## src/rtl/add_stream_pkg.sv

```systemverilog
// -----------------------------------------------------------------------------
// add_stream_pkg
// Shared definitions for the add_stream_ctrl streaming adder wrapper.
//   N_DEF / DEPTH_DEF : default operand width and operand FIFO depth
//   PTR_W             : FIFO pointer width for the default depth
//   MAX_POS / MAX_NEG : saturation limits at the default width
//   res_t             : registered result record {sum, cout, ovf}
//   OVF_CNT_W         : width of the overflow event counter
//   sat_inc_cnt()     : saturating +1 for the overflow event counter
// -----------------------------------------------------------------------------
package add_stream_pkg;

    localparam int N_DEF     = 32;
    localparam int DEPTH_DEF = 4;
    localparam int PTR_W     = $clog2(DEPTH_DEF);

    localparam logic [N_DEF-1:0] MAX_POS = {1'b0, {(N_DEF-1){1'b1}}};
    localparam logic [N_DEF-1:0] MAX_NEG = {1'b1, {(N_DEF-1){1'b0}}};

    localparam int                 OVF_CNT_W   = 16;
    localparam logic [OVF_CNT_W-1:0] OVF_CNT_MAX = {OVF_CNT_W{1'b1}};

    typedef struct packed {
        logic [N_DEF-1:0] sum;
        logic             cout;
        logic             ovf;
    } res_t;

    // Counter increment that sticks at all-ones instead of wrapping.
    function automatic logic [OVF_CNT_W-1:0] sat_inc_cnt(input logic [OVF_CNT_W-1:0] cnt);
        if (cnt == OVF_CNT_MAX) begin
            return cnt;
        end
        return cnt + OVF_CNT_W'(1);
    endfunction

endpackage

```

## src/rtl/op_fifo.sv

```systemverilog
// -----------------------------------------------------------------------------
// op_fifo
// DEPTH-entry operand FIFO with an occupancy counter and a combinational
// read of the head entry (the head feeds the external adder directly).
//   clk        : clock, rising edge
//   rst        : synchronous reset, active-high (empties the FIFO)
//   flush_i    : synchronous clear; wins over push/pop in the same cycle
//   push_i     : write wr_data_i at the tail (caller guarantees !full_o)
//   pop_i      : retire the head entry (caller guarantees !empty_o)
//   wr_data_i  : W-bit entry to store
//   rd_data_o  : W-bit head entry (stale storage when empty; caller masks)
//   full_o     : count == DEPTH
//   empty_o    : count == 0
// -----------------------------------------------------------------------------
module op_fifo #(
    parameter int W     = 64,
    parameter int DEPTH = 4
) (
    input  logic         clk,
    input  logic         rst,
    input  logic         flush_i,
    input  logic         push_i,
    input  logic         pop_i,
    input  logic [W-1:0] wr_data_i,
    output logic [W-1:0] rd_data_o,
    output logic         full_o,
    output logic         empty_o
);

    localparam int PTR_W = $clog2(DEPTH);
    localparam int CNT_W = PTR_W + 1;

    logic [W-1:0]     mem_q [DEPTH];
    logic [PTR_W-1:0] wr_ptr_q, wr_ptr_d;
    logic [PTR_W-1:0] rd_ptr_q, rd_ptr_d;
    logic [CNT_W-1:0] count_q, count_d;
    logic [DEPTH-1:0] wr_en;

    logic do_push;
    logic do_pop;

    // Flush dominates: a push or pop in the flush cycle is dropped.
    assign do_push = push_i && !flush_i;
    assign do_pop  = pop_i  && !flush_i;

    // One-hot write enable per storage entry.
    for (genvar gi = 0; gi < DEPTH; gi++) begin : g_wr_en
        assign wr_en[gi] = do_push && (wr_ptr_q == PTR_W'(gi));
    end

    always_ff @(posedge clk) begin
        for (int i = 0; i < DEPTH; i++) begin
            if (wr_en[i]) begin
                mem_q[i] <= wr_data_i;
            end
        end
    end

    // Pointers wrap naturally because DEPTH is a power of two.
    always_comb begin
        wr_ptr_d = wr_ptr_q;
        rd_ptr_d = rd_ptr_q;
        count_d  = count_q;
        if (do_push) begin
            wr_ptr_d = wr_ptr_q + PTR_W'(1);
        end
        if (do_pop) begin
            rd_ptr_d = rd_ptr_q + PTR_W'(1);
        end
        if (do_push && !do_pop) begin
            count_d = count_q + CNT_W'(1);
        end else if (!do_push && do_pop) begin
            count_d = count_q - CNT_W'(1);
        end
    end

    always_ff @(posedge clk) begin
        if (rst || flush_i) begin
            wr_ptr_q <= '0;
            rd_ptr_q <= '0;
            count_q  <= '0;
        end else begin
            wr_ptr_q <= wr_ptr_d;
            rd_ptr_q <= rd_ptr_d;
            count_q  <= count_d;
        end
    end

    assign rd_data_o = mem_q[rd_ptr_q];
    assign full_o    = (count_q == CNT_W'(DEPTH));
    assign empty_o   = (count_q == '0);

endmodule

```

## src/rtl/add_stream_ctrl.sv

```systemverilog
// -----------------------------------------------------------------------------
// add_stream_ctrl
// Streaming front/back end for an external combinational N-bit adder.
// Operand pairs are buffered in op_fifo; the FIFO head drives the adder, and
// the adder's sum/carry/overflow are captured into a valid/ready result stage.
// A saturating 16-bit counter records how many loaded results overflowed.
//
// Build option: define SATURATE_EN to clamp the registered sum on signed
// overflow (MAX_POS when the head A is non-negative, MAX_NEG otherwise).
// Without it the wrapped two's-complement sum is passed through.
//
// Ports:
//   clk, rst       : clock / synchronous active-high reset
//   flush          : clears FIFO and result stage, keeps ovf_count
//   in_valid/ready : operand handshake, in_a / in_b signed operands
//   adder_a/b      : FIFO head to adder (0 when FIFO empty)
//   adder_sum/cout/ovf : combinational adder return
//   out_valid/ready: result handshake, out_sum / out_cout / out_ovf
//   ovf_count      : overflow results loaded, saturates at 16'hFFFF
//   busy           : FIFO non-empty or a result is held
// -----------------------------------------------------------------------------
module add_stream_ctrl
    import add_stream_pkg::*;
#(
    parameter int N     = N_DEF,
    parameter int DEPTH = DEPTH_DEF
) (
    input  logic                 clk,
    input  logic                 rst,
    input  logic                 flush,
    input  logic                 in_valid,
    output logic                 in_ready,
    input  logic [N-1:0]         in_a,
    input  logic [N-1:0]         in_b,
    output logic [N-1:0]         adder_a,
    output logic [N-1:0]         adder_b,
    input  logic [N-1:0]         adder_sum,
    input  logic                 adder_cout,
    input  logic                 adder_ovf,
    output logic                 out_valid,
    input  logic                 out_ready,
    output logic [N-1:0]         out_sum,
    output logic                 out_cout,
    output logic                 out_ovf,
    output logic [OVF_CNT_W-1:0] ovf_count,
    output logic                 busy
);

    typedef struct packed {
        logic [N-1:0] sum;
        logic         cout;
        logic         ovf;
    } result_t;

`ifdef SATURATE_EN
    localparam logic [N-1:0] SAT_POS = {1'b0, {(N-1){1'b1}}};
    localparam logic [N-1:0] SAT_NEG = {1'b1, {(N-1){1'b0}}};
`endif

    logic [2*N-1:0] fifo_head;
    logic           fifo_full;
    logic           fifo_empty;
    logic           push;
    logic           pop;

    result_t                result_q,    result_d;
    logic                   out_valid_q, out_valid_d;
    logic [OVF_CNT_W-1:0]   ovf_count_q, ovf_count_d;

    // in_ready deliberately ignores a same-cycle pop: no full-FIFO bypass.
    assign in_ready = !fifo_full;
    assign push     = in_valid && in_ready;
    assign pop      = !fifo_empty && (!out_valid_q || out_ready);

    op_fifo #(
        .W     (2 * N),
        .DEPTH (DEPTH)
    ) u_op_fifo (
        .clk       (clk),
        .rst       (rst),
        .flush_i   (flush),
        .push_i    (push),
        .pop_i     (pop),
        .wr_data_i ({in_a, in_b}),
        .rd_data_o (fifo_head),
        .full_o    (fifo_full),
        .empty_o   (fifo_empty)
    );

    // Mask the head so the adder sees zeros rather than stale storage.
    assign adder_a = fifo_empty ? '0 : fifo_head[2*N-1:N];
    assign adder_b = fifo_empty ? '0 : fifo_head[N-1:0];

    always_comb begin
        result_d    = result_q;
        out_valid_d = out_valid_q;
        ovf_count_d = ovf_count_q;
        if (pop) begin
            result_d.sum  = adder_sum;
`ifdef SATURATE_EN
            // Overflow direction follows the sign of the operands, which
            // match whenever signed overflow occurs; A's MSB decides.
            if (adder_ovf) begin
                result_d.sum = adder_a[N-1] ? SAT_NEG : SAT_POS;
            end
`endif
            result_d.cout = adder_cout;
            result_d.ovf  = adder_ovf;
            out_valid_d   = 1'b1;
            if (adder_ovf) begin
                ovf_count_d = sat_inc_cnt(ovf_count_q);
            end
        end else if (out_valid_q && out_ready) begin
            // Drained with nothing behind it; data regs keep last value.
            out_valid_d = 1'b0;
        end
    end

    always_ff @(posedge clk) begin
        if (rst) begin
            result_q    <= '0;
            out_valid_q <= 1'b0;
            ovf_count_q <= '0;
        end else if (flush) begin
            // Held result is discarded; the event counter survives.
            out_valid_q <= 1'b0;
        end else begin
            result_q    <= result_d;
            out_valid_q <= out_valid_d;
            ovf_count_q <= ovf_count_d;
        end
    end

    assign out_valid = out_valid_q;
    assign out_sum   = result_q.sum;
    assign out_cout  = result_q.cout;
    assign out_ovf   = result_q.ovf;
    assign ovf_count = ovf_count_q;
    assign busy      = !fifo_empty || out_valid_q;

endmodule

```

## config.mk

```make
export PLATFORM = sky130hd
export DESIGN_NAME = add_stream_ctrl
export DESIGN_NICKNAME = d
export VERILOG_FILES = /design/src/rtl/add_stream_pkg.sv /design/src/rtl/op_fifo.sv /design/src/rtl/add_stream_ctrl.sv
export SDC_FILE = /design/constraint.sdc
export NUM_CORES = 1
export LEC_CHECK = 0
export CAP_MARGIN = 20
export CORE_ASPECT_RATIO = 0.6
export CORE_MARGIN = 10
export CORE_UTILIZATION = 30
export DETAILED_ROUTE_END_ITERATION = 8
export PLACE_DENSITY = 0.49
export SLEW_MARGIN = 20
export SYNTH_ARGS = -nofsm -noshare
export SYNTH_HDL_FRONTEND = slang
export SYNTH_SLANG_ARGS = --single-unit
```

## constraint.sdc

```tcl
create_clock -name clk -period 3.3 [get_ports clk]
set_input_delay 0.66 -clock clk [delete_from_list [all_inputs] [get_ports clk]]
set_output_delay 0.66 -clock clk [all_outputs]
set_load 0.05 [all_outputs]
```

==> Yosys cells after proc, flatten, opt, wreduce, memory -nomap -nowiden <==
Memories as Yosys holds them, arrays and structs flattened. A register that Yosys moved wholly into a read port is not among the register bits.
Cells that the tools add are included.
{ "classes": {"n_addsub": 5, "eq_ne": 6, "muxes": 29, "n_bitwise": 1, "reduce_logical": 30} }
{ "ops": {"columns": ["op", "count"], "rows": [
  ["$mux W64", 3],
  ["$reduce_or A64 Y1", 3],
  ["$mux W32", 2],
  ["$add A16 B1 Y16 const B", 1],
  ["$eq A16 B16 Y1 const B", 1],
  ["$mux W1", 16],
  ["$mux W16", 1],
  ["$logic_and A1 B1 Y1", 11],
  ["$mux W2", 5],
  ["$logic_not A1 Y1", 6],
  ["$mux W3", 2],
  ["$add A2 B1 Y2 const B", 2],
  ["$eq A2 B2 Y1 const B", 2],
  ["$reduce_and A4 Y1", 1],
  ["$reduce_bool A2 Y1", 2],
  ["$add A3 B1 Y3 const B", 1],
  ["$eq A3 B3 Y1 const B", 1],
  ["$logic_not A3 Y1", 1],
  ["$logic_or A1 B1 Y1", 3],
  ["$sub A3 B1 Y3 const B", 1],
  ["$eq A2 B1 Y1 const B", 1],
  ["$logic_not A2 Y1", 1],
  ["$ne A2 B2 Y1 const B", 1],
  ["$reduce_and A2 Y1", 1],
  ["2 further kinds", 2]
]} }
{ "totals": {"regBits": 58, "mem_bits_rw": 256, "word_cells": 80, "memories": 1} }
{ "memory_table": {"columns": ["name", "depth", "width", "rd", "rd_ports_with_merged_regs", "wr", "line_no", "text"], "rows": [
  ["u_op_fifo.mem_q", 4, 64, 1, 1, 1, "op_fifo.sv:33", "logic [W-1:0] mem_q [DEPTH];"]
]} }

==> Longest topological paths before layout <==
{ "logic_depth": {"word_depth": 11, "depth_mapped": 10} }

==> Hierarchy <==
Synthesis repeated with hierarchy kept, for this count alone.
{ "unflattened": {"hier_cells": 700, "area_unflattened_um2": 12215.5} }
{ "by_module_without_submodules": {"columns": ["module", "n_inst", "cells_each", "area_per_inst_um2"], "rows": [
  ["op_fifo", 1, 380, 9754.4],
  ["add_stream_ctrl", 1, 320, 2461.1]
]} }

==> Least setup slack after synthesis <==
No wires, ideal clock.
{ "synth_timing": {"path_kind": "flip-flop to flip-flop", "start": "register u_op_fifo.count_q[0]", "end": "memory u_op_fifo.mem_q[0][0], enable pin", "setup_ps": 429, "arrival_ps": 2621, "path_slack_ps": 250, "stages_incl_launch_ff": 5, "synth_period_minus_slack_ps": 3050, "cell_sequence": "dfxtp_1 > or3b_2 > nand2_1 > nor2_1 > and2_1"} }
{ "synth_via": {"word_cells_on_any_way": 25, "cone_classes": "1 x eq/ne; 14 x mux; 10 x reduce/logical"} }
{ "synth_rtl": {"columns": ["item", "line_no", "text"], "rows": [
  ["start, declared", "op_fifo.sv:36", "logic [CNT_W-1:0] count_q, count_d;"],
  ["start signal, assigned", "op_fifo.sv:85", "count_q <= count_d;"],
  ["$eq A3 B3 Y1", "op_fifo.sv:90", "assign full_o = (count_q == CNT_W'(DEPTH));"],
  ["$logic_not A1 Y1", "add_stream_ctrl.sv:71", "assign in_ready = !fifo_full;"],
  ["net in_ready", "add_stream_ctrl.sv:32", "output logic in_ready,"],
  ["$logic_and A1 B1 Y1", "add_stream_ctrl.sv:72", "assign push = in_valid && in_ready;"],
  ["$logic_and A1 B1 Y1", "op_fifo.sv:43", "assign do_push = push_i && !flush_i;"],
  ["net u_op_fifo.do_push", "op_fifo.sv:39", "logic do_push;"],
  ["$logic_and A1 B1 Y1", "op_fifo.sv:48", "assign wr_en[gi] = do_push && (wr_ptr_q == PTR_W'(gi));"],
  ["net u_op_fifo.wr_en[0]", "op_fifo.sv:37", "logic [DEPTH-1:0] wr_en;"],
  ["$mux W1", "op_fifo.sv:53", "if (wr_en[i]) begin"],
  ["$mux W1 (not written as such)", "op_fifo.sv:54", "mem_q[i] <= wr_data_i;"],
  ["$mux W1 (no line) (3 in a row)", null, null],
  ["end, declared", "op_fifo.sv:33", null]
]} }
The timed path passes the listed nets, and every way through them passes these cells.

==> flow_summary.html <==
<table>
<tr><th>Metric</th><th>Value</th></tr>
<tr><th colspan="2">Synth</th></tr>
<tr><td>Synthesized netlist cell count</td><td>712</td></tr>
<tr><td>Number of distinct standard cells referenced by the synthesized netlist</td><td>43</td></tr>
<tr><td>Most instantiated flip-flop cell in the synthesis netlist</td><td>sky130_fd_sc_hd__edfxtp_1</td></tr>
<tr><td>Share of synthesized registers carrying an async set or reset</td><td>0</td></tr>
<tr><td>Top cells by count, synth</td><td>sky130_fd_sc_hd__edfxtp_1, sky130_fd_sc_hd__nand2_1, sky130_fd_sc_hd__and2_1</td></tr>
<tr><td>Area leader, netlist</td><td>sky130_fd_sc_hd__edfxtp_1</td></tr>
<tr><td>Register area share after synthesis</td><td>0.732</td></tr>
<tr><td>Register bit count reported by yosys</td><td>316</td></tr>
<tr><td>Number of nets produced by synthesis</td><td>822</td></tr>
<tr><td>Post-synth design cell area</td><td>0.0121 mm²</td></tr>
<tr><td>Area fraction of the dominant cell type after synthesis</td><td>0.633</td></tr>
<tr><td>Most instantiated library cell after synthesis</td><td>sky130_fd_sc_hd__edfxtp_1</td></tr>
<tr><td>Count of flip-flops with a built-in enable after synthesis</td><td>256</td></tr>
<tr><td>YS warnings</td><td>0</td></tr>
<tr><td>Synth top area cells</td><td>sky130_fd_sc_hd__edfxtp_1, sky130_fd_sc_hd__mux4_2, sky130_fd_sc_hd__dfxtp_1</td></tr>
<tr><td>Avg Synthesized Cell Area</td><td>about 17 µm²</td></tr>
<tr><th colspan="2">CTS</th></tr>
<tr><td>Post-CTS Hold Fix Bufs</td><td>0</td></tr>
<tr><td>Deepest clock path buffer count</td><td>3</td></tr>
<tr><td>H-tree lvl count</td><td>1</td></tr>
<tr><td>CTS tree</td><td>done</td></tr>
<tr><td>Clock edge transition at the registers on the reported setup and hold paths</td><td>about 0.060 ns</td></tr>
<tr><td>CTS Root Cell</td><td>sky130_fd_sc_hd__clkbuf_16</td></tr>
<tr><td>Post-CTS Setup Bufs</td><td>0</td></tr>
<tr><td>Number of sinks handled by clock tree synthesis</td><td>about 320</td></tr>
<tr><td>Worst-skew pair later-pin latency</td><td>0.56 ns</td></tr>
<tr><td>Total clock buffers created by CTS</td><td>31</td></tr>
<tr><th colspan="2">Routing</th></tr>
<tr><td>Pre-Repair DR Iteration Count</td><td>5</td></tr>
<tr><td>Post-detailed-route DRC marker count</td><td>0</td></tr>
<tr><td>Detailed Route WL</td><td>31.1 mm</td></tr>
<tr><td>First DRT Iteration DRCs</td><td>445</td></tr>
<tr><td>Remaining antenna violation count after routing</td><td>0</td></tr>
<tr><td>Average routed wire per standard cell</td><td>20.8 µm</td></tr>
<tr><td>Via density</td><td>4.66</td></tr>
<tr><td>Detailed-route via count</td><td>about 7000</td></tr>
<tr><th colspan="2">GRT</th></tr>
<tr><td>Aggregate global-route resource usage</td><td>0.124</td></tr>
<tr><td>Largest net degree at the start of global routing</td><td>67</td></tr>
<tr><td>Number of global-route vias before repair</td><td>7232</td></tr>
<tr><td>Leftover overflow at the end of global routing</td><td>0</td></tr>
<tr><td>Number of antenna violations at the first check in global routing</td><td>1</td></tr>
<tr><td>Global-route wire length before repair</td><td>47.3 mm</td></tr>
<tr><th colspan="2">Layout</th></tr>
<tr><td>Area Growth Syn to Fin</td><td>31.7%</td></tr>
<tr><td>Layout cells sized above 1</td><td>0.191</td></tr>
<tr><td>Number of nets at the end of the flow</td><td>around 1100</td></tr>
<tr><td># fillers</td><td>3730</td></tr>
<tr><th colspan="2">Floorplanning</th></tr>
<tr><td>Horizontal die dimension</td><td>280 µm</td></tr>
<tr><td>Die area</td><td>0.0492 mm²</td></tr>
<tr><td>Chip height</td><td>~180 µm</td></tr>
<tr><td>Effective utilization at floorplan</td><td>0.307</td></tr>
<tr><td>Area of the core</td><td>between 0.03 and 0.04 mm²</td></tr>
<tr><td>I/O Pins</td><td>220</td></tr>
<tr><td>Rows</td><td>56</td></tr>
<tr><th colspan="2">Setup path</th></tr>
<tr><td>Data arrival at the endpoint of the critical path</td><td>approximately 2.5 ns</td></tr>
<tr><td>Critical-path cell list</td><td>buf_4 -&gt; buf_6 -&gt; mux4_2 -&gt; and2_1 -&gt; buf_4</td></tr>
<tr><td>Worst path slowest cell</td><td>sky130_fd_sc_hd__dfxtp_4</td></tr>
<tr><td>Required arrival time at the worst endpoint</td><td>between 2 and 3 ns</td></tr>
<tr><td>Cell mode on critical path</td><td>sky130_fd_sc_hd__buf_4</td></tr>
<tr><td>Class of the most critical setup path</td><td>reg2out</td></tr>
<tr><td>Crit-path max cell delay</td><td>approximately 0.50 ns</td></tr>
<tr><td>Kind of end point of the critical path</td><td>output pin</td></tr>
<tr><td>Worst setup SP type</td><td>flip-flop</td></tr>
<tr><td>Worst-path fanout max</td><td>26</td></tr>
<tr><th colspan="2">Power</th></tr>
<tr><td>VDD IR-drop max</td><td>0.000458 V</td></tr>
<tr><td>Power density normalized to cell area</td><td>566 mW/mm²</td></tr>
<tr><td>Leakage</td><td>between 0.005 and 0.006 µW</td></tr>
<tr><td>Total power draw</td><td>9050 µW</td></tr>
<tr><th colspan="2">Placement</th></tr>
<tr><td>Detail Placement HPWL</td><td>20.5 mm</td></tr>
<tr><td>Placer Congestion</td><td>approximately 0.75</td></tr>
<tr><td>Number of input and output port buffers inserted</td><td>~220</td></tr>
<tr><th colspan="2">STA</th></tr>
<tr><td>Max Clock Skew</td><td>0.0113 ns</td></tr>
<tr><td>Final clock period utilization by the worst path</td><td>0.953</td></tr>
<tr><td>Shortest period the worst path allows</td><td>3.14 ns</td></tr>
<tr><td>Final setup TNS</td><td>0 ns</td></tr>
<tr><td>Timing-limited maximum frequency</td><td>around 0.32 GHz</td></tr>
<tr><td>Worst relative slew slack</td><td>0.552</td></tr>
<tr><td>RSZ-0062 raised after global routing</td><td>false</td></tr>
<tr><td>Max-slew violations</td><td>0</td></tr>
<tr><td>Final setup violation count</td><td>0</td></tr>
<tr><td>Slew at the pin with the worst max-slew slack</td><td>between 0.6 and 0.7 ns</td></tr>
<tr><td>Final Hold Fails</td><td>0</td></tr>
<tr><th colspan="2">Run</th></tr>
<tr><td>Max-Cap Viols</td><td>0</td></tr>
<tr><th colspan="2">Run status</th></tr>
<tr><td>Run status</td><td>complete, no violations</td></tr>
<tr><th colspan="2">Hold path</th></tr>
<tr><td>Class of the tightest hold or removal check</td><td>reg2reg</td></tr>
</table>
## cells in the final DEF (no fill, tap or decap), types with 3 or more instances in the layout
| cell type | synthesis | routed |
|---|---|---|
| sky130_fd_sc_hd__nand3_1 | 5 | 5 |
| sky130_fd_sc_hd__inv_1 | 5 | 5 |
| sky130_fd_sc_hd__clkdlybuf4s50_1 | 0 | 154 |
| sky130_fd_sc_hd__nor2_1 | 14 | 14 |
| sky130_fd_sc_hd__nand4_1 | 5 | 5 |
| sky130_fd_sc_hd__clkinv_1 | 0 | 5 |
| sky130_fd_sc_hd__ha_1 | 6 | 6 |
| sky130_fd_sc_hd__clkbuf_16 | 0 | 31 |
| sky130_fd_sc_hd__o21ai_0 | 3 | 3 |
| sky130_fd_sc_hd__dlygate4sd2_1 | 0 | 24 |
| sky130_fd_sc_hd__or4_1 | 8 | 8 |
| sky130_fd_sc_hd__nor2b_1 | 6 | 6 |
| sky130_fd_sc_hd__clkbuf_1 | 28 | 5 |
| sky130_fd_sc_hd__buf_4 | 0 | 50 |
| sky130_fd_sc_hd__buf_12 | 0 | 8 |
| sky130_fd_sc_hd__edfxtp_1 | 256 | 256 |
| sky130_fd_sc_hd__a21oi_1 | 49 | 49 |
| sky130_fd_sc_hd__and2_1 | 69 | 65 |
| sky130_fd_sc_hd__or3_1 | 4 | 3 |
| sky130_fd_sc_hd__o31ai_1 | 7 | 7 |
| sky130_fd_sc_hd__clkinvlp_4 | 0 | 5 |
| sky130_fd_sc_hd__clkinv_2 | 0 | 6 |
| sky130_fd_sc_hd__nand2_1 | 76 | 76 |
| sky130_fd_sc_hd__bufinv_16 | 0 | 3 |
| sky130_fd_sc_hd__nor3_1 | 3 | 3 |
| sky130_fd_sc_hd__nor4_1 | 3 | 3 |
| sky130_fd_sc_hd__dfxtp_1 | 60 | 58 |
| sky130_fd_sc_hd__mux2_1 | 4 | 4 |
| sky130_fd_sc_hd__mux4_2 | 64 | 64 |
| sky130_fd_sc_hd__and2_4 | 0 | 4 |
## worst max-delay path, delay by kind of cell, from the launching register on
kind          cells  cell delay [ns]
flops             1             0.50
buf+inv           3             0.85
mux               1             0.36
simple gates      1             0.21
## sequential cells by signal, summed over array words and instances (netlist names), named ones only
signal and count:
out_sum 32, out_cout 1, u_op_fifo.wr_ptr_q 2, out_ovf 1, out_valid 1, u_op_fifo.count_q 3
ovf_count 16, u_op_fifo.mem_q 256, u_op_fifo.rd_ptr_q 2
## kinds of logic (layout without fill, tap and decap cells)
logic type	Yosys count	count (layout)	share of synthesized area
muxes	69	69	0.123
adders and majority gates	7	7	0.00783
other	0	1	0
xor gates and xnor gates	4	4	0.00289
DFF	316	316	0.732
and+or+nand+nor	208	208	0.0911
buffers and inverters	45	304	0.0149
AOI/OAI and AO/OA	63	63	0.0280
## metal layers
metal	part of all wire	vias to the layer above	wire, µm	global-route usage
li1	-	3213	-	-
met4	0.019	0	586	0.0260
met5	0	-	0	0
met2	0.46	154	14400	0.197
met3	0.049	40	1530	0.0278
met1	0.47	3549	14600	0.173
## stage by stage
step	instance area (µm²)	worst slack, ns	cells	util	hold WS, ns
after global routing	16000	0.00672	1494	0.405	0.473
after floorplan	12100	0.250	712	-	0.460
final	16000	0.155	1494	0.405	0.453
after detailed placement	15000	0.392	1436	0.380	0.446
after CTS	16000	0.0177	1493	0.404	0.455
after global placement	15000	0.446	1436	0.380	0.441
## area by class of cell
class,count,area (µm²),share of cell area
Clock inverter,21,186,0.0117
Antenna cell,1,2.50,0.000157
Tap cell,522,653,0.0408
Sequential cell,316,8900,0.556
Clock buffer,36,795,0.0497
Inverter,6,22.5,0.00141
Multi-Input combinational cell,351,3090,0.193
Timing Repair Buffer,241,2340,0.147
## path summary, 6_finish.rpt
check	from	to	slack (ns)	cells after the start
setup / recovery	flip-flop	adder_a[3]	0.16	5
hold reg to reg	out_sum[17]$_SDFFE_PP0P_	out_sum[17]$_SDFFE_PP0P_	0.45	2
setup reg to reg	u_op_fifo.count_q[0]$_SDFFE_PP0P_	u_op_fifo.count_q[2]$_SDFFE_PP0P_	0.89	9
hold / removal	out_sum[17]$_SDFFE_PP0P_	out_sum[17]$_SDFFE_PP0P_	0.45	2
## report_power, final
part | switching (µW) | total, µW | internal, µW | leakage [µW]
clock network | 1480 | 3430 | 1950 | 0.000463
registers | 34.9 | 4440 | 4400 | 0.00281
logic | 760 | 1190 | 425 | 0.00199
## repair_timing
action | CTS | global route
gates resized for setup | 26 | 4
cloned | 0 | 0
setup endpoints to repair | 54 | 10
(Power assumes the default switching activity.)
